`src/rtl/regfile_sb.sv`:
```
// Register file with two combinational read ports, one write port and a
// per-register pending (busy) scoreboard for tracking in-flight results.
module regfile_sb #(
  parameter int DATA_W   = 32,
  parameter int ADDR_W   = 5,
  parameter int ZERO_REG = 1
) (
  input  logic              Clk,
  input  logic              Rst,
  input  logic [ADDR_W-1:0] Ard1,
  input  logic [ADDR_W-1:0] Ard2,
  output logic [DATA_W-1:0] Dout1,
  output logic [DATA_W-1:0] Dout2,
  input  logic [ADDR_W-1:0] Awr,
  input  logic [DATA_W-1:0] Din,
  input  logic              WrEn,
  input  logic              Iss,
  input  logic [ADDR_W-1:0] IssAddr,
  output logic              Busy1,
  output logic              Busy2,
  output logic [ADDR_W:0]   BusyCnt
);

  localparam int DEPTH     = 2 ** ADDR_W;
  localparam int CNT_W     = ADDR_W + 1;
  localparam bit HARD_ZERO = (ZERO_REG != 0);

  logic [DATA_W-1:0] regMem [DEPTH];
  logic [DEPTH-1:0]  busyReg;
  logic [DEPTH-1:0]  busyNext;
  logic [CNT_W-1:0]  busyCntReg;
  logic [CNT_W-1:0]  busyCntNext;
  logic              wrEff;
  logic              issEff;

  function automatic logic isHardZero(input logic [ADDR_W-1:0] addr);
    return HARD_ZERO && (addr == '0);
  endfunction

  assign wrEff  = WrEn && !isHardZero(Awr);
  assign issEff = Iss && !isHardZero(IssAddr);

  // Data storage; register 0 is never written when hardwired, reads mask it anyway.
  always_ff @(posedge Clk) begin
    if (Rst) begin
      for (int i = 0; i < DEPTH; i++) begin
        regMem[i] <= '0;
      end
    end else if (wrEff) begin
      regMem[Awr] <= Din;
    end
  end

  // Issue is applied after completion, so a same-address issue+write leaves the flag set.
  genvar gi;
  generate
    for (gi = 0; gi < DEPTH; gi++) begin : genBusy
      if (HARD_ZERO && (gi == 0)) begin : genZero
        assign busyNext[gi] = 1'b0;
      end else begin : genFlag
        assign busyNext[gi] = (issEff && (IssAddr == ADDR_W'(gi))) ||
                              (busyReg[gi] && !(WrEn && (Awr == ADDR_W'(gi))));
      end
    end
  endgenerate

  // Count tracks only real flag transitions, so it equals the popcount and cannot wrap.
  always_comb begin
    busyCntNext = busyCntReg;
    if (issEff && !busyReg[IssAddr]) begin
      busyCntNext = busyCntNext + CNT_W'(1);
    end
    if (WrEn && busyReg[Awr] && !(issEff && (IssAddr == Awr))) begin
      busyCntNext = busyCntNext - CNT_W'(1);
    end
  end

  always_ff @(posedge Clk) begin
    if (Rst) begin
      busyReg    <= '0;
      busyCntReg <= '0;
    end else begin
      busyReg    <= busyNext;
      busyCntReg <= busyCntNext;
    end
  end

  generate
    for (gi = 0; gi < 2; gi++) begin : genRead
      logic [ADDR_W-1:0] addr;
      logic [DATA_W-1:0] data;
      logic              busy;

      assign addr = (gi == 0) ? Ard1 : Ard2;

      // A write landing on the read address forwards its data and retires the pending flag.
      always_comb begin
        data = regMem[addr];
        busy = busyReg[addr];
        if (isHardZero(addr)) begin
          data = '0;
          busy = 1'b0;
        end else if (WrEn && (Awr == addr)) begin
          data = Din;
          busy = 1'b0;
        end
      end
    end
  endgenerate

  assign Dout1   = genRead[0].data;
  assign Dout2   = genRead[1].data;
  assign Busy1   = genRead[0].busy;
  assign Busy2   = genRead[1].busy;
  assign BusyCnt = busyCntReg;

endmodule

```
`config.mk`:
```
export PLATFORM = sky130hd
export DESIGN_NAME = regfile_sb
export DESIGN_NICKNAME = d
export VERILOG_FILES = /design/src/rtl/regfile_sb.sv
export SDC_FILE = /design/constraint.sdc
export NUM_CORES = 2
export LEC_CHECK = 0
export BUFFER_PORTS_ARGS = -buffer_cell sky130_fd_sc_hd__clkbuf_2
export CAP_MARGIN = 40
export CELL_PAD_IN_SITES_DETAIL_PLACEMENT = 1
export CELL_PAD_IN_SITES_GLOBAL_PLACEMENT = 1
export CORE_AREA = 2 2 410 412
export DETAILED_ROUTE_END_ITERATION = 12
export DIE_AREA = 0 0 412 414
export PLACE_DENSITY_LB_ADDON = 0.2
export SLEW_MARGIN = 20
export SYNTH_ARGS = -nofsm -noshare
export SYNTH_HDL_FRONTEND = slang
export SYNTH_SLANG_ARGS = --single-unit
```
`constraint.sdc`:
```
create_clock -name Clk -period 2.35 [get_ports Clk]
set_input_delay 0.1175 -clock Clk [delete_from_list [all_inputs] [get_ports Clk]]
set_output_delay 0.1175 -clock Clk [all_outputs]
set_load 0.03 [all_outputs]
```
==> results.sh <==
export IMPL_worstMarginPinSlew_ns=0.810
export IMPL_clk_pin_slew_ns=0.06
export IMPL_status="finished with violations"
export IMPL_slew_violations=0
export IMPL_place_hpwl_um=150000
export IMPL_vias=39000
export IMPL_dr_pass1_iters=5
export IMPL_critPathBufInv=2
export IMPL_ys_types=58
export IMPL_reg2reg_depth=8
export IMPL_layout_commonest_cell="edfxtp_1"
export IMPL_die_h_um=414
export IMPL_highest_layer="met5"
export IMPL_fin_skew_ns=0.0153
export IMPL_power_mw=50.5
export IMPL_ys_async_sr_fraction=0
export IMPL_place_ws_ns=-0.504
export IMPL_io_buffers=127
export IMPL_io_pins=128
export IMPL_synth_compound_area_frac=0.0296
export IMPL_fin_crit_sh=1.27
export IMPL_critPathRequiredTime_ns=2.23
export IMPL_fin_crit_ns=2.99
export IMPL_hold_depth=3
export IMPL_route_met2_wl_um=112000
export IMPL_tritoncts="built"
export IMPL_synth_cells=3805
export IMPL_path_cells="mux4_2 -> mux4_2 -> mux2i_1 -> buf_4 -> a211oi_2 -> clkbuf_8"
export IMPL_stdcell_area_um2=72300
export IMPL_multi_input_area_um2=26200
export IMPL_fin_ws_ns=-0.644
export IMPL_cts_buffers=130
export IMPL_yosys_register_bits=1061
export IMPL_crit_arrival_ns=2.88
export IMPL_routed_wirelength_um=233000
export IMPL_final_setup_tns_ns=-33.40
export IMPL_vdd_ir_drop_worst_uv=612
export IMPL_path_max_fanout=2
export IMPL_nNetsFinal=4305
export IMPL_core_rowCount=150
export IMPL_synth_simple_area_share=0.132
export IMPL_drtAntennaViolNets=0
export IMPL_drt_iter0_markers=4683
export IMPL_clock_latency_ns=0.77
export IMPL_cts_root_buf="clkbuf_16"
export IMPL_synth_area_mux_share=0.262
export IMPL_core_region_area_um2=166000
export IMPL_grt_antenna_before_repair=25
export IMPL_p_per_area_nw_per_um2=699
export IMPL_worst_path_largest_cell_delay_ns=0.59
export IMPL_drive_gt1_frac=0.392
export IMPL_rsz0062_at_grt="true"
export IMPL_grt_overflow=0
export IMPL_place_gp_congestion=0.859
export IMPL_dr_wl_met3_um=17100
export IMPL_critical_path_class="flip-flop to output pin"
export IMPL_cp_depth=6
export IMPL_most_common_layout_cells="1024 x edfxtp_1, 997 x and2_1, 602 x mux4_2"
export IMPL_h_tree_depth=4
export IMPL_via_per_inst=5.94
export IMPL_start_util=0.348
export IMPL_grtUsageTotal=0.273
export IMPL_cpMaxStageDelayCell="mux4_2"
export IMPL_synth_top_family_by_area="multiplexers"
export IMPL_dpl_instance_area_um2=66500
export IMPL_violations="negative setup slack"
export IMPL_hold_class="primary input to flip-flop"
export IMPL_drc_errors=0
export IMPL_ys_flop_type="edfxtp_1"
export IMPL_worstSetupStartpointType="flip-flop"
export IMPL_hold_violations=0
export IMPL_cp_common_cell="mux4_2"
export IMPL_grt_start_max_net_pins=101
export IMPL_num_fill_cells=16400
export IMPL_syn_to_final_growth_pct=25.0
export IMPL_synthAdderAreaFrac=0.000432
export IMPL_dieArea_um2=171000
export IMPL_synth_xor_area_share=0.00318
export IMPL_grt_pass1_wl_um=326000
export IMPL_ys_seq_area_frac=0.544
export IMPL_maxCapViolCount=0
export IMPL_p_leak_nw=25.4
export IMPL_die_w_um=412
export IMPL_relSlewSlack=0.460
export IMPL_critical_path_endpoint_type="output pin"
export IMPL_met1Wirelength_um=95400
export IMPL_wl_per_cell_um=35.5
export IMPL_grt_pass1_vias=40700
export IMPL_clock_sinks=1061
export IMPL_cp_top_family="multiplexers"
export IMPL_synth_area_um2=57900
export IMPL_setup_viol_count_final=72
export IMPL_avgSynthCellArea_um2=15.2
export IMPL_fmax_mhz=334
export IMPL_synth_edf_count=1024
export IMPL_yosys_warnings=0
export IMPL_clockBufferDepth=3
export IMPL_regArea_um2=31500
cell type report:
class / instances / share of cell area
Inverter: 7 / 0.000398
Clock inverter: 63 / 0.00673
Sequential cell: 1061 / 0.436
Clock buffer: 168 / 0.0494
Timing Repair Buffer: 689 / 0.107
Tap cell: 2204 / 0.0381
Multi-Input combinational cell: 2358 / 0.362
Antenna cell: 7 / 0.000242
routing by layer:
layer | GRT usage | up-vias
met2 | 0.445 | 1823
met3 | 0.0450 | 422
met4 | 0.0884 | 4
li1 | - | 15600
met5 | 0 | -
met1 | 0.372 | 21100
cell families after synthesis:
group / Yosys count
other cells: 1
mux: 762
xor+xnor: 21
simple gates: 1295
fa+ha+maj: 2
compound gates: 246
flops: 1061
buf+inv: 417
synthesized netlist by cell type, types with 11 or more instances:
cell type	number	area [um2]
o21ai_0	40	200
a22oi_1	21	158
nand2_1	67	251
o211ai_1	28	210
buf_1	34	128
nor3_1	11	55.1
dfxtp_1	37	741
buf_2	41	205
clkbuf_1	327	1230
a221oi_1	40	350
xor2_1	16	140
and2_1	998	6240
nor2_1	122	458
a21oi_1	44	220
mux4_2	601	13500
nor2b_1	13	81.3
mux2i_1	158	1580
or2_2	29	181
edfxtp_1	1024	30700
nand2b_1	13	81.3
a211oi_1	58	435
nand3_1	12	60.1
what timing repair did:
action / in CTS / in global routing
gates resized for setup: 235 / 102
endpoints found under the setup margin: 71 / 73
pin swaps: 78 / 47
buffers inserted: 11 / 19
endpoints found under the hold margin: 135 / 0
gates cloned: 0 / 0
hold buffers: 18 / 0
tightest hold or removal path: stages:
cell and delay (ns):
clkbuf_2 0.09, buf_4 0.24, and2_1 0.19
stage by stage:
stage / instances / hold WS [ns] / utilization
floorplan: 3836 / 0.282 / -
global placement: 6285 / 0.567 / 0.400
detailed placement: 6286 / 0.570 / 0.400
CTS: 6536 / 0.0000899 / 0.432
global route: 6551 / 0.0299 / 0.435
finish: 6557 / 0.0492 / 0.435
sequential cells by signal, indices dropped and copies added (netlist names):
| name | count |
|---|---|
| regMem | 1024 |
| busyReg | 31 |
| BusyCnt | 6 |
path summary, 6_finish.rpt:
| path | startpoint | end | slack, ns |
|---|---|---|---|
| min | Din[10] | regMem[14][10]$_SDFFCE_PN0P_ | 0.05 |
| max reg2reg | busyReg[22]$_SDFF_PP0_ | BusyCnt[5]$_SDFF_PP0_ | -0.23 |
| max | regMem[30][9]$_SDFFCE_PN0P_ | Dout2[9] | -0.64 |
| min reg2reg | busyReg[3]$_SDFF_PP0_ | busyReg[3]$_SDFF_PP0_ | 0.61 |
power by group:
group	switching [mW]	internal [mW]
combinational	4.49	3.92
clock	8.34	11.5
sequential	0.545	21.8
(Power assumes the default switching activity.)
